$ cat src/rtl/ift_pkg.sv
// ============================================================================
// ift_pkg : shared taint types and the gate-level AND taint rule
// Rev 1.0
// ============================================================================
`default_nettype none

package ift_pkg;

  localparam int TW_DEFAULT = 32;

  typedef logic [TW_DEFAULT-1:0] taint_t;

  // A label survives unless an untainted controlling 0 on the other input masks it.
  function automatic taint_t and_taint(input logic a, input taint_t a_t,
                                       input logic b, input taint_t b_t);
    return ({TW_DEFAULT{b}} & a_t) | ({TW_DEFAULT{a}} & b_t) | (a_t & b_t);
  endfunction

endpackage

`default_nettype wire

$ cat src/rtl/hierarchy_cell.sv
// ============================================================================
// hierarchy_cell : combinational AND with precise taint propagation
// Rev 1.0
// ============================================================================
`default_nettype none

module hierarchy_cell
  import ift_pkg::*;
#(
  parameter int TW = TW_DEFAULT
) (
  input  logic          a,
  input  logic [TW-1:0] a_t,
  input  logic          b,
  input  logic [TW-1:0] b_t,
  output logic          y,
  output logic [TW-1:0] y_t
);

  assign y = a & b;

  generate
    if (TW == TW_DEFAULT) begin : g_pkg_rule
      assign y_t = and_taint(a, a_t, b, b_t);
    end else begin : g_generic_rule
      assign y_t = ({TW{b}} & a_t) | ({TW{a}} & b_t) | (a_t & b_t);
    end
  endgenerate

endmodule

`default_nettype wire

$ cat src/rtl/hierarchy.sv
// ============================================================================
// hierarchy : registered AND of a and b with its taint label, via one sub-cell
// Rev 1.0
// ============================================================================
`default_nettype none

module hierarchy
  import ift_pkg::*;
#(
  parameter int TW = TW_DEFAULT
) (
  input  logic          clk,
  input  logic          rst_n,
  input  logic          a,
  input  logic [TW-1:0] a_t,
  input  logic          b,
  input  logic [TW-1:0] b_t,
  output logic          c,
  output logic [TW-1:0] c_t
);

  logic          y;
  logic [TW-1:0] y_t;

  // Taint must cross this instance boundary; do not flatten the cell.
  hierarchy_cell #(
    .TW (TW)
  ) u_cell (
    .a   (a),
    .a_t (a_t),
    .b   (b),
    .b_t (b_t),
    .y   (y),
    .y_t (y_t)
  );

  always_ff @(posedge clk or negedge rst_n) begin
    if (!rst_n) begin
      c   <= 1'b0;
      c_t <= '0;
    end else begin
      c   <= y;
      c_t <= y_t;
    end
  end

endmodule

`default_nettype wire

$ cat config.mk
export PLATFORM = sky130hd
export DESIGN_NAME = hierarchy
export DESIGN_NICKNAME = d
export VERILOG_FILES = /design/src/rtl/ift_pkg.sv /design/src/rtl/hierarchy_cell.sv /design/src/rtl/hierarchy.sv
export SDC_FILE = /design/constraint.sdc
export NUM_CORES = 1
export LEC_CHECK = 0
export CORE_AREA = 8 8 73 75
export CTS_CLUSTER_DIAMETER = 30
export CTS_CLUSTER_SIZE = 8
export DETAILED_ROUTE_END_ITERATION = 10
export DIE_AREA = 0 0 81 83
export PLACE_DENSITY_LB_ADDON = 0.05
export SLEW_MARGIN = 5
export SYNTH_ARGS = -nofsm -noshare
export SYNTH_HDL_FRONTEND = slang
export SYNTH_SLANG_ARGS = --single-unit
$ cat constraint.sdc
create_clock -name clk -period 0.8 [get_ports clk]
set_input_delay 0.16 -clock clk [delete_from_list [all_inputs] [get_ports clk]]
set_output_delay 0.16 -clock clk [all_outputs]
set_load 0.01 [all_outputs]
# --- Word-level counts from Yosys, hierarchy flattened ---
# Index checks and enable logic that the tools add are counted.
op_classes:
  n_bitwise: 6
ops:
  columns: ["op", "n"]
  rows:
  - ["$and 32x32->32", 3]
  - ["$or 32x32->32", 2]
  - ["$and 1x1->1", 1]
totals:
  output_inout_bits: 33
  register_bits: 33

# --- Longest topological paths before layout ---
depth:
  depth_word: 3
  mapped_depth: 4
  mapped_depth_nobuf: 2

# --- Modules after synthesis ---
# From an unflattened synthesis, not the netlist that was laid out.
unflattened:
  hier_cells: 138
  hier_area_um2: 1372.6
modules_own_cells:
  columns: ["mod", "instances", "seq_area_each_um2", "area_each_um2", "cells_per_inst"]
  rows:
  - ["hierarchy", 1, 825.8, 825.8, 33]
  - ["hierarchy_cell", 1, 0.0, 546.8, 105]

# --- Worst setup path before layout ---
# Ideal clock, no wire load.
synth_path:
  path_type: "input to register"
  startpoint: "input port a"
  endpoint: "register c_t[20]"
  path_buffers: 2
  setup_ps: 118
  path_stages: 4
  setup_slack_ps: 124
  t_required_ps: 682
  t_arrival_ps: 559
  cell_sequence: "buf_6 -> buf_12 -> a21oi_2 -> nor2_2"
synth_via:
  elab_chain_len: 3
synth_rtl:
  columns: ["item", "line_no", "source"]
  rows:
  - ["from (decl)", "hierarchy.sv:14", "input logic a,"]
  - ["$and 32x32->32", "ift_pkg.sv:16", "return ({TW_DEFAULT{b}} & a_t) | ({TW_DEFAULT{a}} & b_t) | (a_t & b_t);"]
  - ["$or 32x32->32 (2 in a row)", "ift_pkg.sv:16", null]
  - ["named net u_cell.y_t[20]", "hierarchy_cell.sv:17", "output logic [TW-1:0] y_t"]
  - ["to (signal assigned)", "hierarchy.sv:43", "c_t <= y_t;"]
  - ["to (decl)", "hierarchy.sv:19", "output logic [TW-1:0] c_t"]
# The timed path passes the listed nets, and every way through them passes these cells.

# --- Final worst setup path ---
layout_path:
  startpoint: "register c_t[27]"
  endpoint: "output port c_t[27]"
# No word-level cell between the ends.

==> results.cfg <==
[global_routing]
grt_pass1_vias = 1448
gr-total-overflow = 0
grt_pass1_wl_um = 7480
grt_use_met1 = 0.156
grt_util_met3 = 0.0657
grt_busiest_layer = met2
met2_usage = 0.241
antenna_found_initial = 0
grt_max_degree = 34
grtUsageTotal = 0.144

[drt]
drc = 0
via_count = 1359
wire_per_inst_um = 15.6
viasPerCell = 4.59
drt-initial-drc-count = 65
first_pass_iters = 6
final_antenna_net_count = 0
totalWireLength_um = 4630

[status]
status = finished with violations
violations = negative setup slack

[placement]
place.gp.congestion = 0.703
dp.final_hpwl_um = 3390
port_buffers = 100
place_ws_ns = -0.371
dp.cells = 286

[die]
rows = 24
die_x_um = 81
initial_core_util = 0.326
dieArea_um2 = 6720
core-area_um2 = 4200
die_h_um = 83
top_level_ports = 101

[critical_path]
crit_arrival_ns = 0.79
cp-start-kind = register
critPathTopFamily = flip-flops
max_stage_delay_ns = 0.37
crit_type = reg2out
crit_required_ns = 0.64
end_kind = output pin
cp_cell_sequence = buf_2
crit_path_max_fanout = 1
path_buf_inv = 1
slowest_stage = dfrtp_1

[sta]
holdWs_ns = 0.238
min_period_ns = 0.947
rsz0062_at_grt = true
slew_violations = 0
timing.fmax_mhz = 1060
finalCritPeriodShare = 1.18
finalHoldViolations = 0
slew_headroom = 0.870
setup_violations = 33
setup_slack_ns = -0.147
finalSetupTns_ns = -4.49
tightestPinTransition_ns = 0.195

[finish]
fin_cells = 296
multiInputGateArea_um2 = 445
n_antenna_cell = 0
drive_above_1_share = 0.238
utilization = 0.593
syn2layout_area_growth_pct = 82.0
fillers = 380
regArea_um2 = 826
nets = 311

[cts]
clk_pin_slew_ns = 0.07
cts.path.max_buffers = 2
cts_tree = built
holdBufCountCts = 0
htreeDepth = 2
numCtsBuffers = 5
cts_root_buf = clkbuf_8
post_cts_buffers = 0
clock-sinks = 33

[power_and_ir_drop]
leakage_nw = 1.12
pwr-share-seq = 0.396
p_clk_frac = 0.399
switching_share = 0.224
p_int_mw = 3.60
p_switching_mw = 1.04
vdd_drop_max_uv = 1460
pwr-share-comb = 0.205
cellPowerDensity_nw_per_um2 = 1860

[synth]
yosysTopAreaCell = dfrtp_1
yosys-top-cells-area = dfrtp_1 (60%), nor2_1 (17%), a21oi_1 (8.4%)
synth_enable_flop_cells = 0
synth_top_flop_cell = dfrtp_1
yosysTopAreaCellShare = 0.603
avgSynthCellArea_um2 = 9.93
synth_cells = 138
syn_nets = 206
postSynth.asyncResetShare = 1.00
yosys_warnings = 0
ys_types = 8
yosys-top-cells-count = nor2_1 (62), dfrtp_1 (33), a21oi_1 (23), a21oi_2 (9), buf_6 (7)
ys_seq_elements = 33
syn_area_um2 = 1370
seq_area_frac_synth = 0.603
yosysMostFrequentCell = nor2_1

[flow_run]
cap_violations = 0

[hold_path]
hold_class = in2async
layout make-up:
class                      count  area share
sequential                    33       0.331
multi-input combinational     97       0.179
clock buffer                   5      0.0276
tap                           52      0.0261
clock inverter                 3      0.0261
timing repair buffer         106       0.410
stage by stage:
stage | power (mW) | area, um^2
after floorplan | 2.17 | 1370
after global placement | 2.83 | 2390
after detailed placement | 2.86 | 2390
after CTS | 4.68 | 2450
after global routing | 4.88 | 2490
final | 4.64 | 2490
logic make-up after synthesis:
| kind of cell | count (synthesis) | synth area share |
|---|---|---|
| AOI/OAI and AO/OA | 32 | 0.142 |
| and+or+nand+nor | 65 | 0.184 |
| DFF | 33 | 0.603 |
| buffers and inverters | 8 | 0.0721 |
power by group through the flow:
stage	clock [mW]	combinational (mW)	sequential, mW
after global placement	0	0.976	1.86
after floorplan	0	0.232	1.94
after global routing	1.99	1.04	1.85
after CTS	1.91	0.940	1.83
final	1.85	0.953	1.84
after detailed placement	0	0.999	1.86
worst paths after layout:
kind | startpoint | endpoint | depth (start not counted)
min in group clk | a_t[10] | c_t[10]$_DFF_PN0_ | 3
hold / removal | rst_n | c_t[11]$_DFF_PN0_ | 2
setup / recovery | c_t[27]$_DFF_PN0_ | c_t[27] | 1
max in group asynchronous | rst_n | c_t[24]$_DFF_PN0_ | 2
per-layer routing:
| layer | vias to the layer above | wire, um |
|---|---|---|
| li1 | 647 | - |
| met1 | 635 | 1730 |
| met2 | 71 | 2380 |
| met3 | 6 | 461 |
| met4 | 0 | 54 |
| met5 | - | 0 |
repair_timing:
action                                  CTS  global route
pin swaps                                 0             0
gates cloned                              2             0
gates resized for setup                 143             7
endpoints found under the setup margin   65            33
endpoints found under the hold margin     0             0
state kept, by name, indices dropped and copies added, names as in the netlist:
register  cells
c_t          32
c             1
placed cells by master (no fill, tap or decap):
cell,count
clkdlybuf4s50_1,65
nor2_1,62
dfrtp_1,33
a21oi_1,23
buf_2,19
buf_6,16
a21oi_2,9
clkbuf_8,5
nor2_2,2
bufinv_16,2
dlygate4sd2_1,2
buf_12,2
and2_1,1
clkinv_2,1
bufbuf_16,1
buf_4,1
Note: power is estimated with default switching activity, not from simulation.
